===== config.mk =====
export PLATFORM = sky130hd
export DESIGN_NAME = i_bus_arbiter_n
export DESIGN_NICKNAME = d
export VERILOG_FILES = /design/src/rtl/i_bus_arbiter_n.sv
export SDC_FILE = /design/constraint.sdc
export NUM_CORES = 1
export LEC_CHECK = 0
export ABC_AREA = 1
export BUFFER_PORTS_ARGS = -buffer_cell sky130_fd_sc_hd__clkbuf_2
export CAP_MARGIN = 20
export CORE_MARGIN = 8
export CORE_UTILIZATION = 40
export CTS_CLUSTER_DIAMETER = 80
export CTS_CLUSTER_SIZE = 12
export DETAILED_ROUTE_END_ITERATION = 6
export PLACE_DENSITY = 0.9
export SLEW_MARGIN = 0
export SYNTH_ARGS = -nofsm -noshare
export SYNTH_HDL_FRONTEND = slang
export SYNTH_SLANG_ARGS = --single-unit

===== constraint.sdc =====
create_clock -name CLK -period 1.7 [get_ports CLK]
set_input_delay 0.255 -clock CLK [delete_from_list [all_inputs] [get_ports CLK]]
set_output_delay 0.255 -clock CLK [all_outputs]
set_load 0.01 [all_outputs]

===== src/rtl/i_bus_arbiter_n.sv =====
// Round-robin arbiter multiplexing NCORES instruction-fetch ports onto one memory instruction port.
// Define IBUS_ARB_STATS_EN to add per-core saturating completed-fetch counters on grant_cnt.
module i_bus_arbiter_n #(
    parameter int NCORES = 2,
    parameter int AW     = 32,
    parameter int CNTW   = 16
) (
    input  logic                   CLK,
    input  logic                   RST,
    input  logic [NCORES-1:0]      iREN,
    input  logic [NCORES*AW-1:0]   iaddr,
    output logic [NCORES-1:0]      iwait,
    output logic [NCORES*AW-1:0]   iload,
    output logic                   ram_iREN,
    output logic [AW-1:0]          ram_iaddr,
    input  logic [AW-1:0]          ram_iload,
    input  logic                   ram_iwait
`ifdef IBUS_ARB_STATS_EN
    ,
    output logic [NCORES*CNTW-1:0] grant_cnt
`endif
);
    localparam int PW = (NCORES > 1) ? $clog2(NCORES) : 1;

    typedef enum logic {IDLE = 1'b0, BUSY = 1'b1} state_t;

    state_t        state_q, state_d;
    logic [PW-1:0] ptr_q, ptr_d;
    logic [PW-1:0] gnt_q, gnt_d;
    logic [AW-1:0] addr_q, addr_d;

    logic [AW-1:0] addr_a [NCORES];
    logic [PW-1:0] rr_sel;
    logic [PW-1:0] idx;
    logic          any_req;
    logic          abort;
    logic          complete;

    function automatic logic [PW-1:0] wrap_inc(input logic [PW-1:0] v);
        if (v == PW'(NCORES - 1)) return '0;
        return v + PW'(1);
    endfunction

    for (genvar g = 0; g < NCORES; g++) begin : g_core
        assign addr_a[g]          = iaddr[g*AW +: AW];
        assign iwait[g]           = iREN[g] & ~(complete & (gnt_q == PW'(g)));
        assign iload[g*AW +: AW]  = ram_iload;
    end

    // Scan from ptr upward; iterating downward lets the closest requester win.
    always_comb begin
        any_req = 1'b0;
        rr_sel  = ptr_q;
        idx     = '0;
        for (int k = NCORES - 1; k >= 0; k--) begin
            idx = PW'((int'(ptr_q) + k) % NCORES);
            if (iREN[idx]) begin
                any_req = 1'b1;
                rr_sel  = idx;
            end
        end
    end

    always_comb begin
        state_d  = state_q;
        ptr_d    = ptr_q;
        gnt_d    = gnt_q;
        addr_d   = addr_q;
        abort    = 1'b0;
        complete = 1'b0;
        case (state_q)
            IDLE: begin
                if (any_req) begin
                    gnt_d   = rr_sel;
                    addr_d  = addr_a[rr_sel];
                    state_d = BUSY;
                end
            end
            BUSY: begin
                // A withdrawn or redirected fetch beats a same-cycle memory response.
                if (!iREN[gnt_q] || (addr_a[gnt_q] != addr_q)) begin
                    abort   = 1'b1;
                    state_d = IDLE;
                end else if (!ram_iwait) begin
                    complete = 1'b1;
                    ptr_d    = wrap_inc(gnt_q);
                    state_d  = IDLE;
                end
            end
            default: state_d = IDLE;
        endcase
    end

    always_ff @(posedge CLK or posedge RST) begin
        if (RST) begin
            state_q <= IDLE;
            ptr_q   <= '0;
            gnt_q   <= '0;
            addr_q  <= '0;
        end else begin
            state_q <= state_d;
            ptr_q   <= ptr_d;
            gnt_q   <= gnt_d;
            addr_q  <= addr_d;
        end
    end

    assign ram_iREN  = (state_q == BUSY);
    assign ram_iaddr = addr_q;

`ifdef IBUS_ARB_STATS_EN
    logic [CNTW-1:0] cnt_q [NCORES];
    logic [CNTW-1:0] cnt_d [NCORES];

    function automatic logic [CNTW-1:0] sat_inc(input logic [CNTW-1:0] v);
        return (&v) ? v : v + CNTW'(1);
    endfunction

    always_comb begin
        for (int i = 0; i < NCORES; i++) begin
            cnt_d[i] = (complete && (gnt_q == PW'(i))) ? sat_inc(cnt_q[i]) : cnt_q[i];
        end
    end

    always_ff @(posedge CLK or posedge RST) begin
        if (RST) begin
            for (int i = 0; i < NCORES; i++) cnt_q[i] <= '0;
        end else begin
            for (int i = 0; i < NCORES; i++) cnt_q[i] <= cnt_d[i];
        end
    end

    for (genvar g = 0; g < NCORES; g++) begin : g_cnt
        assign grant_cnt[g*CNTW +: CNTW] = cnt_q[g];
    end
`endif

endmodule


==> reports/results.txt <==
mux share of post-synthesis cell area = 0%
Post-DP Area = 3410 um^2
biggest area consumer among synthesized cells = dfrtp_1
Vias/cell = 4.99
Finished Layout Cells = 653
Total Power = 3.32 mW
Starting DRT DRC Count = 174
DRC = 0
internal power = 1.95 mW
Die W = 105 um
Mean Syn Cell Area = 6.42 um^2
Filler Cells Inserted = 781
Post-Place Worst Slack = -385 ps
TritonRoute pass-1 iters = 5
Num CTS Buffers = 5
Slew headroom = 47.8%
Crit path arrival time = 2190 ps
IO Count = 200
Compound-Gate Fraction of Synth Area = 17.0%
leakage = 2.11 nW
clock skew = 15.9 ps
total global routing overflow = 0
net switching power = 1.36 mW
Gate power share = 45.9%
clock buffer depth = 2
Sw Share = 41.1%
Initial Util = 41.3%
worst hold path class = in2async
CTS tree = yes
setup ws final = -747 ps
CP Max Fanout = 7
Main synth FF type = dfrtp_1
Ant. Diodes = 0
simple-gate share of the synthesized area = 26.4%
first-pass GRT wire length = 15600 um
synth unique cells = 23
gr usage total = 17.1%
XOR/XNOR Fraction of Synth Area = 1.66%
row count = 32
antenna violation net count after detailed routing = 0
area of the multi-input gates = 1540 um^2
top-area cell type share of the netlist area = 27.6%
Async SR Flop Fraction = 100%
Post-Route WL = 9980 um
initial antenna violation count = 0
Synth Net Count = 595
min Tclk post-route = 2450 ps
Required @ worst endpoint = 1440 ps
Pwr Density = 883 nW/um^2
startpoint types = register
register area share after synthesis = 27.6%
core box area = 7690 um^2
DP HPWL = 7270 um
Post-synth EDFFs = 0
Seq cells post-synth = 35
maximum clock rate = 409 MHz
Placer Congestion = 0.856
Placed Cells = 634
CTS sink count = 35
RSZ-0062 raised after global routing = true
Hold WS = 34.6 ps
Die Area = 11000 um^2
Layout Nets = 651
worst setup path class = reg2out
vias in the first global route = 3333
via count = 3260
Syn Inst Count = 494
CP Capture Type = output pin
MaxCap Viol Count = 0
proportion of layout cells with a drive suffix above 1 = 33.2%
cell count of the worst reg-to-reg path = 17
Synth area leaders = dfrtp_1 (28%), buf_4 (15%), nand2_1 (15%)
Netlist Area Pre-Place = 3170 um^2
Synth Area in Adders = 0%
Setup-failing EPs final = 4
fin area = 3750 um^2
Max Slew Vio Count = 0
Sequential cell area = 877 um^2
synth warn = 0
part of the power in the clock network = 20.1%
Die Y-Extent = 105 um
most frequent cell after synthesis = nand2_1
root buffer cell = clkbuf_8
Final Cycle Share = 144%
latest clock arrival within the worst-skew pair = 310 ps
H-tree depth = 2
Sequential Power Share = 33.9%
# port buffers = 103
outcome = finished, violations left
CTS clk-pin slew, worst paths = 90 ps
Post-synth top cells = nand2_1 (128), buf_4 (65), inv_1 (63)
Slew @ Worst Pin = 782 ps
failing checks = setup timing
largest family of logic cells by synthesized area = buffers and inverters
worst vdd ir = 0.000484 V
WL/cell = 15.3 um
Hold Fails Final Rpt = 0
largest net degree at the start of global routing = 47
synth-to-layout area growth = 18.4%
worst max-delay path, stage by stage, from the launching register on:
cell and delay, ps:
dfrtp_2 450, buf_12 160, buf_12 140, nand2_2 60, nand2_1 60, nand2_1 50, nand2_1 50, nor2_1 100
nand2_1 60, nor2_1 120, nand2_2 100, nor2_4 140, nand4_1 120, nand2_1 100, inv_1 40, buf_2 130
power groups by stage:
stage | combinational [mW] | sequential (mW) | clock [mW]
floorplan | 0.949 | 1.18 | 0
global placement | 1.33 | 1.13 | 0
detailed placement | 1.36 | 1.15 | 0
CTS | 1.45 | 1.12 | 0.675
global route | 1.70 | 1.14 | 0.708
finish | 1.52 | 1.12 | 0.668
logic make-up after synthesis:
logic type,count (synthesis)
flip-flops,35
AO/OA/AOI/OAI,100
AND/OR/NAND/NOR,204
buffers and inverters,149
XOR/XNOR,6
timing repair:
item | in CTS | in global routing
hold buffers | 0 | 0
pin swaps | 3 | 10
cloned | 1 | 0
resized for setup | 16 | 28
setup buffers | 8 | 2
endpoints found under the setup margin | 4 | 4
registers in the layout (all words and copies together) (netlist names):
name       count
gnt_q          1
ptr_q          1
ram_iaddr     32
ram_iREN       1
cell type report:
class	instances	area share (%)
Sequential cell	35	23.4
Clock inverter	1	0.133
Multi-Input combinational cell	310	41.0
Inverter	64	7.10
Tap cell	102	3.40
Clock buffer	7	2.30
Timing Repair Buffer	134	22.7
stage by stage:
stage | TNS, ps | utilization, %
floorplan | -41.5 | -
global placement | -751 | 44.3
detailed placement | -876 | 44.3
CTS | -2010 | 47.4
global route | -2910 | 48.8
finish | -2330 | 48.8
routing by layer:
| metal | routed length (um) | track usage (%) | up-vias |
|---|---|---|---|
| met5 | 0 | 0 | - |
| met4 | 188 | 6.01 | 0 |
| met3 | 887 | 5.77 | 23 |
| met2 | 4880 | 28.8 | 142 |
| met1 | 4020 | 19.9 | 1484 |
| li1 | - | - | 1611 |
worst paths after layout:
kind / from / end / slack [ps]
max: gnt_q / iwait[1] / -750
min: RST / ram_iaddr[26] / 30
max reg2reg: gnt_q / ram_iREN / -730
min reg2reg: ram_iaddr[22] / ram_iaddr[22] / 580
max in group asynchronous: RST / gnt_q / 1300
min in group CLK: iaddr[55] / ram_iaddr[23] / 190
cell usage in the layout (no fill, tap or decap), drive strengths merged, types with 2 or more instances in the layout:
master / count
a21oi: 23
buf: 31
clkbuf: 109
clkinv: 2
dfrtp: 35
inv: 63
nand2: 137
nand3: 24
nand4: 5
nor2: 37
o211ai: 4
o21ai: 59
o22ai: 14
xor2: 6
(Power assumes the default switching activity.)
